[config.mk]
export PLATFORM = sky130hd
export DESIGN_NAME = ram_sync_param
export DESIGN_NICKNAME = d
export VERILOG_FILES = /design/src/rtl/ram_sync_param.sv
export SDC_FILE = /design/constraint.sdc
export NUM_CORES = 1
export LEC_CHECK = 0
export ABC_AREA = 1
export CAP_MARGIN = 40
export CORE_MARGIN = 1.5
export CORE_UTILIZATION = 40
export CTS_BUF_LIST = sky130_fd_sc_hd__clkbuf_8
export CTS_CLUSTER_DIAMETER = 200
export CTS_CLUSTER_SIZE = 40
export DETAILED_ROUTE_END_ITERATION = 7
export SYNTH_ARGS = -nofsm -noshare
export SYNTH_HDL_FRONTEND = slang
export SYNTH_SLANG_ARGS = --single-unit
[constraint.sdc]
create_clock -name clk -period 2 [get_ports clk]
set_input_delay 0.4 -clock clk [delete_from_list [all_inputs] [get_ports clk]]
set_output_delay 0.4 -clock clk [all_outputs]
set_load 0.005 [all_outputs]
[src/rtl/ram_sync_param.sv]
// rtl/ram_sync_param.sv - single-port synchronous RAM with power-up clear sweep (optional parity via RAM_PARITY_EN)
module ram_sync_param #(
    parameter int DATA_W = 8,
    parameter int ADDR_W = 4
) (
    input  logic              clk,
    input  logic              rst_n,
    input  logic              req_valid,
    output logic              req_ready,
    input  logic              rd_wr,
    input  logic [ADDR_W-1:0] address,
    input  logic [DATA_W-1:0] data_in,
    output logic              rsp_valid,
    output logic [DATA_W-1:0] data_out,
    output logic              init_done
`ifdef RAM_PARITY_EN
    ,
    input  logic              par_inj,
    output logic              par_err
`endif
);

    localparam int DEPTH = 2 ** ADDR_W;
`ifdef RAM_PARITY_EN
    localparam int WORD_W = DATA_W + 1;
`else
    localparam int WORD_W = DATA_W;
`endif

    typedef enum logic {
        ST_INIT = 1'b0,
        ST_RUN  = 1'b1
    } state_t;

    state_t              state;
    state_t              state_nxt;
    logic [ADDR_W-1:0]   sweep_addr;
    logic [ADDR_W-1:0]   sweep_nxt;
    logic [WORD_W-1:0]   mem [DEPTH];
    logic                accept;
    logic                acc_wr;
    logic                acc_rd;
    logic                mem_we;
    logic [ADDR_W-1:0]   mem_waddr;
    logic [WORD_W-1:0]   mem_wdata;
    logic [WORD_W-1:0]   wr_word;
    logic [WORD_W-1:0]   rd_word;

    assign req_ready = (state == ST_RUN);
    assign init_done = (state == ST_RUN);
    assign accept    = req_valid & req_ready;
    assign acc_wr    = accept & rd_wr;
    assign acc_rd    = accept & ~rd_wr;

    // Stored parity keeps the whole word even; par_inj flips it to model a corrupted cell.
`ifdef RAM_PARITY_EN
    assign wr_word = {(^data_in) ^ par_inj, data_in};
`else
    assign wr_word = data_in;
`endif

    always_ff @(posedge clk or negedge rst_n) begin
        if (!rst_n) begin
            state      <= ST_INIT;
            sweep_addr <= '0;
        end else begin
            state      <= state_nxt;
            sweep_addr <= sweep_nxt;
        end
    end

    always_comb begin
        state_nxt = state;
        sweep_nxt = sweep_addr;
        mem_we    = 1'b0;
        mem_waddr = address;
        mem_wdata = wr_word;
        case (state)
            ST_INIT: begin
                mem_we    = 1'b1;
                mem_waddr = sweep_addr;
                mem_wdata = '0;
                sweep_nxt = sweep_addr + 1'b1;
                if (&sweep_addr) begin
                    state_nxt = ST_RUN;
                end
            end
            ST_RUN: begin
                mem_we = acc_wr;
            end
            default: begin
                state_nxt = ST_INIT;
            end
        endcase
    end

    // Array has no reset: contents are cleared only by the INIT sweep.
    always_ff @(posedge clk) begin
        if (mem_we) begin
            mem[mem_waddr] <= mem_wdata;
        end
    end

    assign rd_word = mem[address];

    always_ff @(posedge clk or negedge rst_n) begin
        if (!rst_n) begin
            rsp_valid <= 1'b0;
            data_out  <= '0;
        end else begin
            rsp_valid <= acc_rd;
            if (acc_rd) begin
                data_out <= rd_word[DATA_W-1:0];
            end
        end
    end

`ifdef RAM_PARITY_EN
    always_ff @(posedge clk or negedge rst_n) begin
        if (!rst_n) begin
            par_err <= 1'b0;
        end else begin
            par_err <= acc_rd & (^rd_word);
        end
    end
`endif

endmodule
== Word-level counts from Yosys, hierarchy flattened ==
Memory sizes are Yosys's and may differ from the RTL's. A register that Yosys moved wholly into a read port is not among the register bits.
Cells that the tools add are included.
W data, S select, Z words.

* Memory bits (writable): 128
* Flip-flop bits (word level): 6
* Input port bits: 16
* Output and inout bits: 11
* Word-level logic and storage cells: 19
* Memories: 1

* Bitwise logic cells: 5
* Reductions and logical operators: 2
* Add/sub/neg operators: 1
* Multiplexer cells: 7

{| class="wikitable"
|+ Memory list
! name !! depth !! bits a word !! read ports !! clocked after memory_dff !! write ports !! RTL line !! RTL
|-
| mem || 16 || 8 || 1 || 1 || 1 || 39 || <nowiki>logic [WORD_W-1:0] mem [DEPTH];</nowiki>
|}

{| class="wikitable"
|+ Operator list
! kind !! number
|-
| $mux W8 || 1
|-
| $add A4 B1 Y4 const B || 1
|-
| $mux W1 || 4
|-
| $mux W4 || 1
|-
| $reduce_and A4 Y1 || 1
|-
| $and A1 B1 Y1 || 3
|-
| $not A1 Y1 || 2
|-
| $pmux W1 S2 || 1
|-
| $logic_not A1 Y1 || 1
|}

== Depth between registers and ports, before layout ==
Gate-level depths: netlist of the first run.

* Word-level depth: 5
* Mapped depth: 11
* Gate-level depth less buffers: 9

== Least setup slack after synthesis of the first run ==
Ideal clock, no wire load.

* Kind: register -> register
* Start point: reg state, in the netlist init_done
* End point: mem mem[12][0] (netlist bit), enable pin
* Slack: 0.187 ns
* Period minus slack after synthesis: 1.813 ns
* Cell stages (with the launch flop): 5
* Data required time: 1.630 ns
* Library setup time: 0.370 ns
* Data arrival time: 1.443 ns
* Path buffers: 1
* Cell sequence: dfrtp_1 > buf_4 > o21ai_0 > nand3_1 > nor2_1

* Longest elaborated chain between the ends: 5
* Elaborated cells on any way between the ends: 7
* Those cells by class: mux: 4; bitwise: 3

{| class="wikitable"
|+ RTL lines
! element !! RTL line !! RTL
|-
| from (decl) || 35 || <nowiki>state_t state;</nowiki>
|-
| from (signal assigned) || 67 || <nowiki>state <= state_nxt;</nowiki>
|-
| $and A1 B1 Y1 || 51 || <nowiki>assign accept = req_valid & req_ready;</nowiki>
|-
| $and A1 B1 Y1 || 52 || <nowiki>assign acc_wr = accept & rd_wr;</nowiki>
|-
| $pmux W1 S2 || 78 || <nowiki>case (state)</nowiki>
|-
| $mux W1 || 99 || <nowiki>if (mem_we) begin</nowiki>
|-
| $mux W1 (implied by the code) || 100 || <nowiki>mem[mem_waddr] <= mem_wdata;</nowiki>
|-
| to (decl) || 39 ||
|}

Parallel ways exist; a longest one is shown, timed or not.

== Worst setup path after layout of the first run ==
* Start point: reg state, in the netlist init_done
* End point: out init_done

{| class="wikitable"
|+ RTL lines
! element !! RTL line !! RTL
|-
| to (decl) || 15 || <nowiki>output logic init_done</nowiki>
|}

No word-level cell between the ends.

==> results of run 1 <==
-- registers in the layout, indices dropped and copies added, names as in the netlist --
signal / cells
mem: 128
sweep_addr: 4
rsp_valid: 1
init_done: 1
data_out: 8
-- through the flow --
step / util [%] / TNS, ns / setup WS [ns]
CTS: 47.8 / 0 / 0.0827
detailed placement: 45.1 / -5.27 / -0.0759
floorplan: - / 0 / 0.187
global route: 47.8 / 0 / 0.0392
global placement: 45.1 / -5.49 / -0.0874
finish: 47.8 / 0 / 0.0968
-- cells in the mapped netlist --
cell,instances
a21oi_1,2
a21oi_2,1
buf_2,10
buf_4,5
buf_6,13
dfrtp_1,14
edfxtp_1,128
ha_1,1
inv_1,18
inv_2,3
nand2_1,211
nand3_1,98
nand4_1,1
nor2_1,21
nor3_4,1
o21ai_0,5
xnor2_1,1
xor2_1,1
-- cell usage in the layout (no fill, tap or decap) --
cell	Yosys	final
ha_1	1	1
buf_12	0	4
nor2_1	21	21
bufinv_16	0	3
o21ai_0	5	4
nand4_1	1	1
xnor2_1	1	1
clkdlybuf4s50_1	0	25
clkbuf_8	0	17
dfrtp_1	14	13
clkinvlp_4	0	2
a21oi_2	1	1
clkinv_2	0	2
inv_1	18	20
clkinv_1	0	4
dfrtp_2	0	1
nor3_4	1	1
buf_4	5	35
nand2_1	211	211
buf_2	10	1
edfxtp_1	128	128
a21oi_1	2	2
inv_2	3	3
o21ai_1	0	1
nand3_1	98	98
clkinv_4	0	2
xor2_1	1	1
-- power by group through the flow --
stage / clock network, W / logic [W] / registers (W)
2_1_floorplan: 0 / 0.000265 / 0.00335
3_3_place_gp: 0 / 0.000491 / 0.00334
3_5_place_dp: 0 / 0.000494 / 0.00335
4_1_cts: 0.00229 / 0.000495 / 0.00328
5_1_grt: 0.00241 / 0.000541 / 0.00328
6_report: 0.00226 / 0.000493 / 0.00328
-- per-layer routing --
metal	part of all wire, %	wire length (um)
met1	44	6290
met2	48	6910
met3	6.3	900
met4	2.0	295
met5	0	0
-- worst min-delay path by stage --
stage	end	slack, ns	depth (start not counted)
floorplan	data_out[0]	0.10	0
global placement	data_out[0]	0.47	2
detailed placement	data_out[5]	0.47	2
CTS	data_out[0]	0.35	1
global route	sweep_addr[0]	0.38	1
finish	sweep_addr[0]	0.33	1
-- timing repair --
item / 4_1_cts / 5_1_grt
gates cloned: 0 / 0
resized for setup: 1 / 1
setup buffers: 1 / 0
setup endpoints to repair: 2 / 15
endpoints found under the hold margin: 0 / 0
-- cell type report --
cell class                 instances  area [um^2]
fill                            1326         7580
sequential                       142         4200
multi-input combinational        343         1460
timing repair buffer              65          598
clock buffer                      17          234
tap                              184          230
clock inverter                    15          155
inverter                          21         78.8
-- logic make-up (layout without fill, tap and decap cells) --
logic type / count (synthesis) / in the layout / synth area share [%]
DFF: 142 / 142 / 70.3
and+or+nand+nor: 332 / 332 / 23.2
adders and majority gates: 1 / 1 / 0.210
xor gates and xnor gates: 2 / 2 / 0.294
AOI/OAI and AO/OA: 8 / 8 / 0.734
buffers and inverters: 49 / 118 / 5.24
==> results.md, run 1 <==
- Clk_lat worst skew: 0.45 ns
- Global-route wire length before repair: 22.4 mm
- Reg-to-reg startpoint: init_done
- Total gr overflow: 0
- Via density: 5.08
- Worst path depth: 2
- Reg clk slew, reported paths: 0.08 ns
- Crit path cell chain: buf_4 -> clkdlybuf4s50_1
- Gr busiest metal: met2
- Unrepaired setup endpoints after global routing: no
- Synth unique cells: 18
- Met2 Track Usage GR: 30.8%
- PnR Total Power: 0.00603 W
- Sequential share of power: 54.4%
- Worst Setup SP: init_done
- Syn nets: 551
- DR WL/cell: 18.3 um
- Share of total power in the clock network: 37.5%
- Critical Path End: init_done
- P_leak: 2.76 nW
- Fin cells: 787
- Clock Tree Root: clkbuf_8
- Fraction of layout cells with a size suffix above 1: 11.9%
- Req. time, crit path: 1.60 ns
- Slowest cell on the critical path: clkdlybuf4s50_1
- Final setup fails: 0
- Die Height: 125 um
- Sw Ratio: 22.9%
- I/O pins: 27
- CTS tree: done
- Worst clock skew: 0.00915 ns
- Placer Congestion: 0.866
- Num CTS Buffers: 17
- Ant. Diodes: 0
- GR Util met1: 25.6%
- Reg2reg setup slack: 0.28 ns
- Grt met3 use: 4.66%
- CP Data Arrival Time: 1.50 ns
- Seq cells post-synth: 142
- I/O Buffers: 26
- CP top delay family: buffers and inverters
- Max frequency: 525 MHz
- TritonCTS Sinks: 142
- Register area share after synthesis: 70.3%
- Cell taking the most area after synthesis: edfxtp_1
- Die width: 125 um
- Placed Area: 6550 um^2
- DR iter-0 viols: 334
- Fin nets: 607
- Vias in the first global route: 4005
- Crit path buffers/inverters: 2
- Synth top area cells: edfxtp_1 64%, nand2_1 13%, nand3_1 8.2%
- Post-Place Cells: 754
- NetSw: 0.00138 W
- First-pass DRT Iterations: 5
- Starting density of the core: 41.0%
- Cell area after layout: 6950 um^2
- Antenna-violating nets left: 0
- Clock buffer depth: 2
- PD cells: 868 nW/um^2
- Critical path's largest stage delay: 0.52 ns
- Initial antenna violation count: 0
- Crit Path Category: flip-flop to output port
- Startpoint types: flip-flop
- Comb power frac: 8.2%
- Hold Path Class: input pin to asynchronous set/reset pin
- Crit-path max FO: 13
- Post-synth top area share: 64.4%
- Period utilization: 95.2%
- Worst-Margin Slew: 0.626 ns
- Cell Rows: 44
- Hold slack: 0.330 ns
- Gate Count Post-Synth: 534
- Final Hold Fails: 0
- R2r endpoint: mem[7][2]
- Synth warn: 0
- Min Tclk post-route: 1.90 ns
- Largest net degree at the start of global routing: 65
- Pins Over Slew Limit: 0
- Status: complete, no violations
- Path depth of the worst reg2reg path: 5
- Worst setup EP type: output port
- Total number of vias: 4000
- Syn avg cell area: 11.2 um^2
- Final HPWL DP: 9.53 mm
- Worst vdd ir: 0.481 mV
- Max-Cap Viols: 0
- DRC Markers: 0
- Hold Buf Count CTS: 0
- Area delta synth->final: 16.5%
- Placeable Area: 14500 um^2
- Htree depth: 4
- Int Power: 0.00465 W
- Max_slew headroom: 58.2%
- Mapped cell area: 5960 um^2
- WL final: 14.4 mm
- Die area: 15700 um^2
- Overall routing resource usage: 19.4%
(Power assumes the default switching activity.)
==> run 2, diff against run 1 <==
- TNS_END_PERCENT: unset -> 50
==> results of run 2 <==
Final layout, timing and power as in run 1 (identical DEF).
